===== config.mk =====
export PLATFORM = sky130hd
export DESIGN_NAME = serial_decrypt_receiver
export DESIGN_NICKNAME = d
export VERILOG_FILES = /design/src/rtl/serial_decrypt_receiver.sv
export SDC_FILE = /design/constraint.sdc
export NUM_CORES = 1
export LEC_CHECK = 0
export ABC_CLOCK_PERIOD_IN_PS = 4500
export CAP_MARGIN = 0
export CORE_MARGIN = 1.5
export CORE_UTILIZATION = 35
export DETAILED_ROUTE_END_ITERATION = 12
export PLACE_DENSITY = 0.51
export SLEW_MARGIN = 0
export SYNTH_ARGS = -nofsm -noshare
export SYNTH_HDL_FRONTEND = slang
export SYNTH_SLANG_ARGS = --single-unit

===== constraint.sdc =====
create_clock -name clock -period 4.5 [get_ports clock]
set_clock_uncertainty 0.2 [all_clocks]
set_input_delay 0.45 -clock clock [delete_from_list [all_inputs] [get_ports clock]]
set_output_delay 0.45 -clock clock [all_outputs]
set_load 0.02 [all_outputs]

===== src/rtl/serial_decrypt_receiver.sv =====
// rtl/serial_decrypt_receiver.sv - framed serial receiver that decrypts each character into a plaintext FIFO
// The decrypt network undoes the messenger encrypter; the FIFO head is presented from a register.
module serial_decrypt_receiver #(
  parameter int CLKS_PER_BIT = 4,
  parameter int FIFO_DEPTH   = 4
) (
  input  logic       clock,
  input  logic       reset,
  input  logic       serial_in,
  input  logic [7:0] key,
  output logic [7:0] out_char,
  output logic       out_valid,
  input  logic       out_ready,
  output logic       framing_error,
  output logic       overflow,
  output logic       busy
);
  localparam int CW = $clog2(CLKS_PER_BIT) + 1;
  localparam int AW = $clog2(FIFO_DEPTH);
  localparam logic [CW-1:0] MID_CNT  = CW'(CLKS_PER_BIT / 2 - 1);
  localparam logic [CW-1:0] LAST_CNT = CW'(CLKS_PER_BIT - 1);

  typedef enum logic [1:0] {IDLE, START, DATA, STOP} state_t;

  state_t        state;
  logic [CW-1:0] cnt;
  logic [2:0]    idx;
  logic [7:0]    shreg;
  logic [7:0]    mem [FIFO_DEPTH];
  logic [AW:0]   wr_ptr, rd_ptr, wr_ptr_nxt, rd_ptr_nxt;
  logic [7:0]    t, plain, head_nxt;
  logic          stop_sample, push, pop, full, push_ok;

  always_comb begin
    t           = shreg ^ key;
    plain       = {t[7], ~t[6], t[3], ~t[4], t[1], ~t[2], t[5], ~t[0]};
    stop_sample = (state == STOP) && (cnt == LAST_CNT);
    push        = stop_sample && serial_in;
    pop         = out_valid && out_ready;
    full        = (wr_ptr[AW] != rd_ptr[AW]) && (wr_ptr[AW-1:0] == rd_ptr[AW-1:0]);
    push_ok     = push && (!full || pop);
    wr_ptr_nxt  = wr_ptr + {{AW{1'b0}}, push_ok};
    rd_ptr_nxt  = rd_ptr + {{AW{1'b0}}, pop};
    // A push into a FIFO that will be empty must bypass the array to reach the head register.
    if (push_ok && (wr_ptr[AW-1:0] == rd_ptr_nxt[AW-1:0]))
      head_nxt = plain;
    else
      head_nxt = mem[rd_ptr_nxt[AW-1:0]];
  end

  always_ff @(posedge clock) begin
    if (reset) begin
      state         <= IDLE;
      cnt           <= '0;
      idx           <= '0;
      shreg         <= '0;
      busy          <= 1'b0;
      framing_error <= 1'b0;
    end else begin
      framing_error <= 1'b0;
      case (state)
        IDLE: begin
          if (!serial_in) begin
            state <= START;
            cnt   <= '0;
            busy  <= 1'b1;
          end
        end
        START: begin
          if (cnt == MID_CNT) begin
            cnt <= '0;
            idx <= '0;
            if (!serial_in) begin
              state <= DATA;
            end else begin
              state <= IDLE;
              busy  <= 1'b0;
            end
          end else begin
            cnt <= cnt + CW'(1);
          end
        end
        DATA: begin
          if (cnt == LAST_CNT) begin
            cnt        <= '0;
            shreg[idx] <= serial_in;
            idx        <= idx + 3'd1;
            if (idx == 3'd7) state <= STOP;
          end else begin
            cnt <= cnt + CW'(1);
          end
        end
        STOP: begin
          // Leave half a bit early so a back-to-back start bit is not missed.
          if (stop_sample) begin
            state         <= IDLE;
            cnt           <= '0;
            busy          <= 1'b0;
            framing_error <= !serial_in;
          end else begin
            cnt <= cnt + CW'(1);
          end
        end
        default: begin
          state <= IDLE;
          busy  <= 1'b0;
        end
      endcase
    end
  end

  always_ff @(posedge clock) begin
    if (reset) begin
      wr_ptr    <= '0;
      rd_ptr    <= '0;
      out_valid <= 1'b0;
      out_char  <= '0;
      overflow  <= 1'b0;
    end else begin
      wr_ptr    <= wr_ptr_nxt;
      rd_ptr    <= rd_ptr_nxt;
      out_valid <= (wr_ptr_nxt != rd_ptr_nxt);
      out_char  <= head_nxt;
      if (push && !push_ok) overflow <= 1'b1;
    end
  end

  always_ff @(posedge clock) begin
    if (push_ok) mem[wr_ptr[AW-1:0]] <= plain;
  end
endmodule


* Word level (Yosys, flattened, before mapping)
Memory sizes are Yosys's and may differ from the RTL's. A register that Yosys moved wholly into a read port is not among the register bits. Cells that the tools add are included. W data, S select, Z words.
Word-level totals: output and inout port bits 12, memories kept 1, bits in writable memories 32, word-level logic and storage cells 83, input bits 12, register bits 26
Operators by class: add/sub/neg operators 4, multiplexer cells 25, reduce and logical (&&, ||, !) cells 19, $lt $le $gt $ge 2, bitwise operators 7, eq/ne operators 15
Memory list:
- mem | depth 4, bits a word 8, rd ports 1, clocked after Yosys merged registers in 1, wr ports 1, RTL line 29 | logic [7:0] mem [FIFO_DEPTH];
Operators with widths (count):
- $mux W3 | 6
- $mux W2 | 6
- $ne A2 B2 Y1 const B | 6
- $pmux W3 S4 | 1
- $reduce_and A5 Y1 | 2
- $bwmux W8 | 1
- $pmux W2 S4 | 1
- $xor A8 B8 Y8 | 1
- $logic_and A1 B1 Y1 | 7
- $mux W1 | 7
- $add A3 B1 Y3 | 2
- $add A3 B1 Y3 const B | 2
- $not A1 Y1 | 6
- $pmux W3 S2 | 1
- $eq A2 B2 Y1 const B | 2
- $lt A3 B4 Y1 const B | 1
- $demux W1 S3 | 1
- $eq A3 B1 Y1 const B | 1
- $eq A3 B2 Y1 const B | 1
- $eq A3 B3 Y1 const B | 1
- $ge A3 B1 Y1 const B | 1
- $logic_not A1 Y1 | 3
- $ne A3 B3 Y1 | 1
- $pmux W1 S3 | 1
- 10 further kinds | 10

* Longest topological paths before layout
word-level depth 7, mapped depth 10, depth with buffers taken out 10

* Least setup slack after synthesis
OpenSTA, ideal clock, no wires.
kind input port to flip-flop, start input out_ready, end register out_valid, arrival 2051 ps, stages on the path 8, required time 4167 ps, slack 2117 ps, buffers on the path 0, path through and2_2 -> o41ai_2 -> inv_1 -> ha_1 -> ha_1 -> xnor2_1 -> xnor2_1 -> a31oi_1
Between the ends: word-level cells in the longest chain between the ends 5, elaborated cells between the ends (all ways) 6
RTL lines:
- start: declaration | RTL line 13 | input logic out_ready,
- $logic_and A1 B1 Y1 (*) | RTL line 39 | pop = out_valid && out_ready;
- $logic_or A1 B1 Y1 | RTL line 41 | push_ok = push && (!full || pop);
- $logic_and A1 B1 Y1 | RTL line 41
- $add A3 B1 Y3 | RTL line 42 | wr_ptr_nxt = wr_ptr + {{AW{1'b0}}, push_ok};
- $ne A3 B3 Y1 (*) | RTL line 122 | out_valid <= (wr_ptr_nxt != rd_ptr_nxt);
- end signal: assignment | RTL line 122
- end: declaration | RTL line 12 | output logic out_valid,
Every way passes the cells marked *; elsewhere a longest branch is shown, timed or not. A chain may end at the register's enable or synchronous reset.

* Final worst setup path
start input serial_in, end memory mem[2][0], enable pin
Between the ends: word-level cells in the longest chain between the ends 4
RTL lines:
- start: declaration | RTL line 9 | input logic serial_in,
- $logic_and A1 B1 Y1 | RTL line 38 | push = stop_sample && serial_in;
- $logic_and A1 B1 Y1 | RTL line 41
- $mux W1 | RTL line 129 | if (push_ok) mem[wr_ptr[AW-1:0]] <= plain;
- $mux W1 (implied by the code) | RTL line 129
- end: declaration | RTL line 29
Every way passes these cells.

==> out/metrics.csv <==
stage,metric,value,unit
global_routing,number_of_global_route_vias_before_repair,1693,
sta,finalSetupViolCount,0,
worst_setup_path,critical_path.slowest_cell,sky130_fd_sc_hd__clkdlybuf4s50_1,
global_routing,grt_max_degree,26,
die,row_count,32,
worst_setup_path,cpLargestDelayFamily,simple AND/OR/NAND/NOR gates,
synth,synth_async_sr_flop_share,0,%
power,total_power,1.36,mW
final_layout,most-common-layout-cells,"sky130_fd_sc_hd__dfxtp_1 (34), sky130_fd_sc_hd__edfxtp_1 (32), sky130_fd_sc_hd__nand2_1 (28), sky130_fd_sc_hd__clkdlybuf4s50_1 (23), sky130_fd_sc_hd__nor2_1 (19)",
route,routed_wire_length_per_instance,14.1,um
placement,placement.cell_area,0.00317,mm2
final_layout,drive_above_1_share,11.9,%
worst_setup_path,timing.critical_path.from_type,input port,
final_layout,fin_area,0.00343,mm2
final_layout,layout_commonest_cell,sky130_fd_sc_hd__dfxtp_1,
synth,synthCells,230,
placement,detailedPlace.worstSlack,1.41,ns
sta,totalNegativeSetupSlack,0,ns
final_layout,fin_nets,277,
die,initial_utilization,36.3,%
synth,yosysUniqueCellTypes,39,
synth,sequential_fraction_of_the_synthesis_area,57.8,%
global_routing,antenna_violations_before_repair,0,
worst_setup_path,crit_type,input port to flip-flop,
final_layout,fill_cells,721,
flow_run,drv.max_cap_violation_count,0,
worst_setup_path,cp_data_arrival_time,2.46,ns
clock_network,numClockSinks,66,
global_routing,use_met3,3.33,%
die,die_width,93.0,um
die,die_height,93.0,um
route,vias,1710,
sta,timing.final.crit_share,59.7,%
route,drt-total-wl,5.09,mm
final_layout,antenna_cells_inserted,0,
synth,yosys_warnings,0,
synth,synth_enable_flop_cells,32,
worst_setup_path,crit_path_max_incr_delay,0.78,ns
sta,slew_at_the_pin_with_the_worst_max_slew_slack,0.868,ns
sta,final_period_minus_worst_setup_slack,2.69,ns
final_layout,regArea,0.00164,mm2
die,floorplan.io_pins,24,
global_routing,globalRoute.totalOverflow,0,
worst_setup_path,end_kind,flip-flop,
clock_network,cts-root-to-sink-buffers,2,
route,drc,0,
clock_network,cts_hold_buf,0,
sta,slew_headroom,41.3,%
sta,layout_setup_ws,1.81,ns
clock_network,clock_insertion_delay_worst_skew,0.34,ns
placement,gpl.final_weighted_congestion,0.770,
worst_setup_path,critical_path_buf_inv_count,2,
power,p_per_area,396,mW/mm2
final_layout,finish.cell_count_without_fillers,362,
global_routing,grt_use_total,13.3,%
final_layout,multi_input_area,0.00113,mm2
worst_hold_path,timing.hold.worst.class,flip-flop to flip-flop,
synth,synth-seq-cells,66,
clock_network,cts_htree_levels,3,
sta,worst_hold_slack,0.269,ns
die,floorplan.core_area,0.00781,mm2
route,detail-route-antenna-nets,0,
sta,hold_violations,0,
power,p_leak,1.25,nW
clock_network,clock-root-buffer,sky130_fd_sc_hd__clkbuf_8,
clock_network,cts.repair_timing.setup_buffer_count,0,
status,run_status,completed,
final_layout,area_growth,20.9,%
route,avgViaCountPerCell,4.72,
global_routing,busiest_layer,met2,
global_routing,groute.layer.met2.usage,19.5,%
synth,syn_avg_cell_area,12.3,um2
synth,postSynth.topFlopCell,sky130_fd_sc_hd__dfxtp_1,
route,detail_route.first_pass.iterations,4,
synth,synth_nets,252,
clock_network,clk_pin_slew,0.07,ns
final_layout,post-route-util,44.0,%
worst_setup_path,path_cells,clkdlybuf4s50_1 > and4_1 > o41ai_2 > inv_1 > nand2_1 > nor2_1,
worst_setup_path,worst_ep_required_time,4.27,ns
global_routing,grt_pass1_wl,8.50,mm
synth,mappedNetlistArea,0.00284,mm2
sta,rsz_0062_raised_after_global_routing,no,
worst_setup_path,critPathMaxFanout,14,
power,vdd_ir_drop_max,0.000180,V
placement,post-dp-hpwl,3.42,mm
clock_network,cts_tree,built,
clock_network,quantity_of_gates_resized_following_cts,0,
global_routing,groute.layer.met1.usage,17.7,%
sta,max_freq,372,MHz
placement,dp_cells,346,
route,drt_iter0_drc,80,
sta,maxSlewViolCount,0,
placement,port_buffers,23,
die,die_outline_area,0.00866,mm2
clock_network,numCtsBuffers,9,
-- sequential cells by signal (all words and copies together), names as in the netlist, named ones only --
signal         flops
out_char           8
cnt                3
out_valid          1
idx                3
rd_ptr             3
wr_ptr             3
overflow           1
mem               32
framing_error      1
state              1
busy               1
shreg              8
-- logic make-up after synthesis --
family                   Yosys count  share of synthesized area (%)
AND/OR/NAND/NOR                   76                           13.5
flip-flops                        66                           57.8
adder cells (fa/ha/maj)           10                           4.41
AO/OA/AOI/OAI                     19                           4.54
XOR/XNOR                          18                           5.56
buffers and inverters             18                           2.47
multiplexers                      23                           11.6
-- power by group --
part,internal (mW),total [mW],switching (mW)
clock,0.424,0.655,0.232
sequential,0.635,0.643,0.00795
combinational,0.0286,0.0601,0.0315
-- tightest hold or removal path: stages (launching register included) --
cell and delay (ns):
sky130_fd_sc_hd__dfxtp_1 0.32, sky130_fd_sc_hd__nand2_1 0.05, sky130_fd_sc_hd__a21oi_1 0.05
-- cell usage after synthesis, types with 2 or more instances --
cell	instances	share of area, %
sky130_fd_sc_hd__inv_1	6	0.79
sky130_fd_sc_hd__clkbuf_1	9	1.2
sky130_fd_sc_hd__o21ai_0	4	0.71
sky130_fd_sc_hd__and3_1	2	0.44
sky130_fd_sc_hd__nor4_1	2	0.44
sky130_fd_sc_hd__nand4b_1	3	0.93
sky130_fd_sc_hd__nand3b_1	2	0.53
sky130_fd_sc_hd__ha_1	10	4.4
sky130_fd_sc_hd__nand2_1	28	3.7
sky130_fd_sc_hd__nand3_1	2	0.35
sky130_fd_sc_hd__nor3_1	3	0.53
sky130_fd_sc_hd__xnor2_1	10	3.1
sky130_fd_sc_hd__a21oi_1	7	1.2
sky130_fd_sc_hd__edfxtp_1	32	34
sky130_fd_sc_hd__mux4_2	8	6.3
sky130_fd_sc_hd__dfxtp_1	34	24
sky130_fd_sc_hd__nor2_1	19	2.5
sky130_fd_sc_hd__nor2b_1	5	1.1
sky130_fd_sc_hd__nor3b_1	3	0.79
sky130_fd_sc_hd__mux2i_1	15	5.3
sky130_fd_sc_hd__xor2_1	8	2.5
-- area by class of cell --
| type | instances | area share, % |
|---|---|---|
| Clock buffer | 9 | 3.61 |
| Clock inverter | 7 | 4.12 |
| Inverter | 7 | 0.766 |
| Multi-Input combinational cell | 146 | 32.8 |
| Sequential cell | 66 | 47.8 |
| Tap cell | 102 | 3.72 |
| Timing Repair Buffer | 25 | 7.15 |
-- worst paths after layout --
kind | startpoint | endpoint | slack, ns | cells past startpoint
worst max-delay path | serial_in | mem[2][0]$_DFFE_PP_ | 1.81 | 6
worst min-delay path | shreg[0]$_SDFFE_PP0P_ | shreg[0]$_SDFFE_PP0P_ | 0.27 | 2
worst max register to register | cnt[0]$_SDFFE_PP0N_ | mem[2][0]$_DFFE_PP_ | 1.86 | 7
worst min register to register | shreg[0]$_SDFFE_PP0P_ | shreg[0]$_SDFFE_PP0P_ | 0.27 | 2
-- layer usage --
| metal | share of wire [%] | up-vias |
|---|---|---|
| li1 | - | 869 |
| met1 | 51 | 804 |
| met2 | 44 | 28 |
| met3 | 3.4 | 9 |
| met4 | 1.7 | 0 |
| met5 | 0 | - |
No activity file was read; power rests on OpenSTA's default activity.
